--- config.mk ---
export PLATFORM = sky130hd
export DESIGN_NAME = apb_initiator
export DESIGN_NICKNAME = d
export VERILOG_FILES = /design/src/rtl/apb_pkg.sv /design/src/rtl/apb_initiator.sv
export SDC_FILE = /design/constraint.sdc
export NUM_CORES = 1
export LEC_CHECK = 0
export CAP_MARGIN = 5
export CORE_ASPECT_RATIO = 1.5
export CORE_UTILIZATION = 39
export DETAILED_ROUTE_END_ITERATION = 10
export PLACE_DENSITY = 0.79
export REMOVE_ABC_BUFFERS = 1
export SYNTH_ARGS = -nofsm -noshare
export SYNTH_HDL_FRONTEND = slang
export SYNTH_SLANG_ARGS = --single-unit
--- constraint.sdc ---
create_clock -name PCLK -period 2.1 [get_ports PCLK]
set_input_delay 0.63 -clock PCLK [delete_from_list [all_inputs] [get_ports PCLK]]
set_output_delay 0.63 -clock PCLK [all_outputs]
set_load 0.1 [all_outputs]
--- src/rtl/apb_pkg.sv ---
// -----------------------------------------------------------------------------
// apb_pkg
// Shared definitions for the APB initiator: default parameter values and the
// transfer FSM state type.
// -----------------------------------------------------------------------------
package apb_pkg;

  localparam int unsigned APB_ADDR_W_DEF  = 8;
  localparam int unsigned APB_DATA_W_DEF  = 32;
  localparam int unsigned APB_TIMEOUT_DEF = 255;

  typedef enum logic [1:0] {
    ST_IDLE   = 2'd0,
    ST_SETUP  = 2'd1,
    ST_ACCESS = 2'd2,
    ST_RESP   = 2'd3
  } apb_state_e;

endpackage

--- src/rtl/apb_initiator.sv ---
// -----------------------------------------------------------------------------
// apb_initiator
// Converts one request/response handshake into a single APB transfer
// (SETUP then ACCESS), with an ACCESS-phase wait-state timeout.
//
// Ports
//   PCLK, PRESET              clock (rising edge), synchronous active-high reset
//   req_valid/req_ready       command handshake; addr/write/wdata captured on accept
//   req_addr/write/wdata      command fields
//   rsp_valid/rsp_ready       response handshake; fields held until consumed
//   rsp_rdata                 captured PRDATA (0 for writes and timeouts)
//   rsp_err                   PSLVERR captured, or timeout
//   rsp_timeout               transfer aborted after TIMEOUT ACCESS cycles
//   PADDR..PSLVERR            APB initiator-side signals
// -----------------------------------------------------------------------------
module apb_initiator
  import apb_pkg::*;
#(
  parameter int unsigned ADDR_W  = APB_ADDR_W_DEF,
  parameter int unsigned DATA_W  = APB_DATA_W_DEF,
  parameter int unsigned TIMEOUT = APB_TIMEOUT_DEF
) (
  input  logic              PCLK,
  input  logic              PRESET,

  input  logic              req_valid,
  output logic              req_ready,
  input  logic [ADDR_W-1:0] req_addr,
  input  logic              req_write,
  input  logic [DATA_W-1:0] req_wdata,

  output logic              rsp_valid,
  input  logic              rsp_ready,
  output logic [DATA_W-1:0] rsp_rdata,
  output logic              rsp_err,
  output logic              rsp_timeout,

  output logic [ADDR_W-1:0] PADDR,
  output logic              PSEL,
  output logic              PENABLE,
  output logic              PWRITE,
  output logic [DATA_W-1:0] PWDATA,
  input  logic [DATA_W-1:0] PRDATA,
  input  logic              PREADY,
  input  logic              PSLVERR
);

  localparam int unsigned     CNT_W     = $clog2(TIMEOUT + 1);
  localparam logic [CNT_W-1:0] CNT_LIMIT = CNT_W'(TIMEOUT);
  localparam logic [CNT_W-1:0] CNT_ONE   = CNT_W'(1);

  apb_state_e       state_q;
  apb_state_e       state_d;
  logic [CNT_W-1:0] cnt_q;
  logic             accept;
  logic             access_done;
  logic             access_timeout;

  // State register
  always_ff @(posedge PCLK) begin
    if (PRESET) begin
      state_q <= ST_IDLE;
    end else begin
      state_q <= state_d;
    end
  end

  // Next state and state-decoded outputs
  always_comb begin
    state_d        = state_q;
    req_ready      = 1'b0;
    rsp_valid      = 1'b0;
    PSEL           = 1'b0;
    PENABLE        = 1'b0;
    accept         = 1'b0;
    access_done    = 1'b0;
    access_timeout = 1'b0;

    case (state_q)
      ST_IDLE: begin
        // Held off while reset is asserted so no command is consumed then.
        req_ready = ~PRESET;
        if (req_valid && !PRESET) begin
          accept  = 1'b1;
          state_d = ST_SETUP;
        end
      end
      ST_SETUP: begin
        PSEL    = 1'b1;
        state_d = ST_ACCESS;
      end
      ST_ACCESS: begin
        PSEL    = 1'b1;
        PENABLE = 1'b1;
        // PREADY on the final counted cycle still wins over the timeout.
        if (PREADY) begin
          access_done = 1'b1;
          state_d     = ST_RESP;
        end else if (cnt_q == CNT_LIMIT) begin
          access_timeout = 1'b1;
          state_d        = ST_RESP;
        end
      end
      ST_RESP: begin
        rsp_valid = 1'b1;
        if (rsp_ready) begin
          state_d = ST_IDLE;
        end
      end
      default: state_d = ST_IDLE;
    endcase
  end

  // Transfer fields, ACCESS cycle counter and response capture
  always_ff @(posedge PCLK) begin
    if (PRESET) begin
      PADDR       <= '0;
      PWRITE      <= 1'b0;
      PWDATA      <= '0;
      cnt_q       <= '0;
      rsp_rdata   <= '0;
      rsp_err     <= 1'b0;
      rsp_timeout <= 1'b0;
    end else begin
      if (accept) begin
        PADDR  <= req_addr;
        PWRITE <= req_write;
        PWDATA <= req_wdata;
      end

      // Counter reads 1 on the first ACCESS cycle; it never passes CNT_LIMIT
      // because ACCESS is left on the cycle it reaches it.
      if (state_q == ST_SETUP) begin
        cnt_q <= CNT_ONE;
      end else if (state_q == ST_ACCESS && !access_done && !access_timeout) begin
        cnt_q <= cnt_q + CNT_ONE;
      end

      if (access_done) begin
        rsp_rdata   <= PWRITE ? '0 : PRDATA;
        rsp_err     <= PSLVERR;
        rsp_timeout <= 1'b0;
      end else if (access_timeout) begin
        rsp_rdata   <= '0;
        rsp_err     <= 1'b1;
        rsp_timeout <= 1'b1;
      end
    end
  end

endmodule

==> flow_summary.json <==
{
  "grt.overflow.total": 0,
  "n_antenna_cell": 0,
  "drtIter0Drc": 146,
  "yosys-top-cells-area": "dfxtp_1 (55%), nand2_1 (10%), a22o_1 (9.1%)",
  "ant_nets": 0,
  "cts_hold_buf": 0,
  "synth_area_um2": 3080,
  "synth_xor_area_frac": 0.0170,
  "viasPerCell": 4.94,
  "path_class": "reg -> out",
  "power.total_w": 0.00779,
  "cts_buffer_depth": 2,
  "routed.top_layer": "met4",
  "std_cell_rows": 39,
  "die_area_um2": 8270,
  "clock_tree.root_cell": "clkbuf_16",
  "synthAdderAreaFrac": 0.0244,
  "clk_pin_slew_worst_paths_ns": 0.06,
  "hold_depth": 2,
  "setup_violations": 0,
  "synth_edf_count": 0,
  "worstRegToRegCells": 7,
  "synth_top_family_by_area": "compound AO/OA/AOI/OAI gates",
  "grtUsageTotal": 0.226,
  "area_growth_pct": 91.3,
  "wl_per_cell_um": 15.5,
  "io_buffer_count": 157,
  "drc": 0,
  "slew_violations": 0,
  "worst_slew_pin_slew_ns": 0.297,
  "hpwl_um": 6990,
  "powerDensity_nw_per_um2": 1320,
  "fin_crit_sh": 0.959,
  "cts.sinks": 85,
  "die_w_um": 74.6,
  "ctsResizeCount": 2,
  "synthMuxAreaShare": 0.00325,
  "synth-simple-area-share": 0.147,
  "synthFlopType": "dfxtp_1",
  "grt_max_degree": 55,
  "syn_area_per_cell_um2": 9.52,
  "synth_seq_area_share": 0.552,
  "ys_ff_latch": 85,
  "path_max_fanout": 4,
  "drive_gt1_frac": 0.232,
  "pre_cts_ws_ns": -0.162,
  "vdd_ir_drop_max_uv": 854,
  "drt-met1-wl_um": 3050,
  "antenna_found_initial": 0,
  "max_freq_ghz": 0.496,
  "finalHoldViolations": 0,
  "grt_pass1_vias": 2890,
  "finalNetCount": 567,
  "fin_setup_tns_ns": 0,
  "rsz0062_at_grt": "no",
  "place_congestion": 0.823,
  "status": "complete, no violations",
  "cp.required_ns": 1.47,
  "power.leakage_nw": 2.31,
  "synth-compound-area-share": 0.210,
  "synth.top_cell.area_share": 0.552,
  "wl_met3_um": 658,
  "fin_crit_ns": 2.01,
  "synth-async-reset-ratio": 0,
  "yosys_warnings": 0,
  "holdCritStartpoint": "PWDATA[7]",
  "final_core_util": 0.775,
  "maxSlewHeadroom": 0.802,
  "r2r-start": "state_q[0]",
  "cts_tree": "done",
  "yosysTopAreaCell": "dfxtp_1",
  "cts_buffers": 9,
  "finClkSkew_ns": 0.00574,
  "dr_wl_met2_um": 5020,
  "ios": 158,
  "cts_htree_levels": 3,
  "fin_ws_ns": 0.0859,
  "crit_arrival_ns": 1.38,
  "cp-startpoint": "state_q[1]",
  "post-cts-setup-buffer-count": 0,
  "synth_common_cells": "dfxtp_1 (85), nand2_1 (85), o21ai_0 (38)",
  "drt_first_pass_iters": 4,
  "wl_um": 9120,
  "worstSkewPairLatency_ns": 0.33,
  "max_cap_viol_count": 0,
  "core_um2": 7610,
  "hp-class": "reg -> reg",
  "start_util": 0.405,
  "synthDistinctLibCells": 36,
  "grt_pass1_wl_um": 13900,
  "holdWs_ns": 0.493,
  "crit_path_start_kind": "flop",
  "dr_total_vias": 2909,
  "fillers": 516,
  "die_h_um": 111,
  "end_kind": "primary output",
  "postSynthCellCount": 324
}
## through the flow
step                instance area, um2  cells
floorplan                         2960    303
global placement                  5600    573
detailed placement                5600    573
CTS                               5900    589
global route                      5900    589
finish                            5900    589
## area by class of cell
class / instances / area [um2] / area share
repair buffers: 168 / 2510 / 0.425
flip-flops and latches: 85 / 1700 / 0.289
multi-input cells: 213 / 1250 / 0.212
clock buffers: 12 / 246 / 0.0418
well taps: 102 / 128 / 0.0216
clock inverters: 4 / 47.5 / 0.00806
inverters: 5 / 18.8 / 0.00318
## state kept, by name (all words and copies together) (netlist names)
register / count
rsp_timeout: 1
rsp_rdata: 32
PWDATA: 32
rsp_err: 1
PWRITE: 1
state_q: 2
cnt_q: 8
PADDR: 8
## where the power goes
part / total (W) / internal (W) / leakage, nW / switching [W]
Combinational: 0.00406 / 0.00144 / 1.48 / 0.00261
Clock: 0.00155 / 0.000950 / 0.143 / 0.000596
Sequential: 0.00219 / 0.00189 / 0.693 / 0.000294
## routing by layer
metal  vias up  global-route usage
met1      1326               0.198
met2       123               0.423
met5         -                   0
met3        27              0.0573
li1       1433                   -
met4         0               0.146
## final timing paths
check	to	slack, ns
max reg2reg	state_q[0]	0.21
min reg2reg	PWDATA[7]	0.49
min	PWDATA[7]	0.49
max	req_ready	0.09
## critical path, stage by stage (launching register included)
cell and delay, ns:
dfxtp_1 0.32, inv_1 0.13, ha_1 0.19, nor2b_2 0.21
buf_12 0.20
## layout by cell type (no fill, tap or decap), types with 2 or more instances in the layout
cell type        count
nand2_1             85
clkdlybuf4s50_1     77
o21ai_0             38
o21ai_1              3
nor2_1               9
buf_4                6
clkbuf_16            9
a211oi_1             2
clkbuf_1             2
inv_1                4
a41o_1               2
a311oi_1             2
clkinv_2             2
xor2_1               5
dfxtp_1             85
o211ai_1             3
ha_1                 6
nand4_1              3
a22o_1              32
a21oi_1              4
and3_1               2
buf_12              84
## kinds of logic after synthesis
| family | after synthesis |
|---|---|
| xor+xnor | 6 |
| buf+inv | 26 |
| compound gates | 91 |
| mux | 1 |
| simple gates | 109 |
| fa+ha+maj | 6 |
| flops | 85 |
No activity file was read; power rests on OpenSTA's default activity.
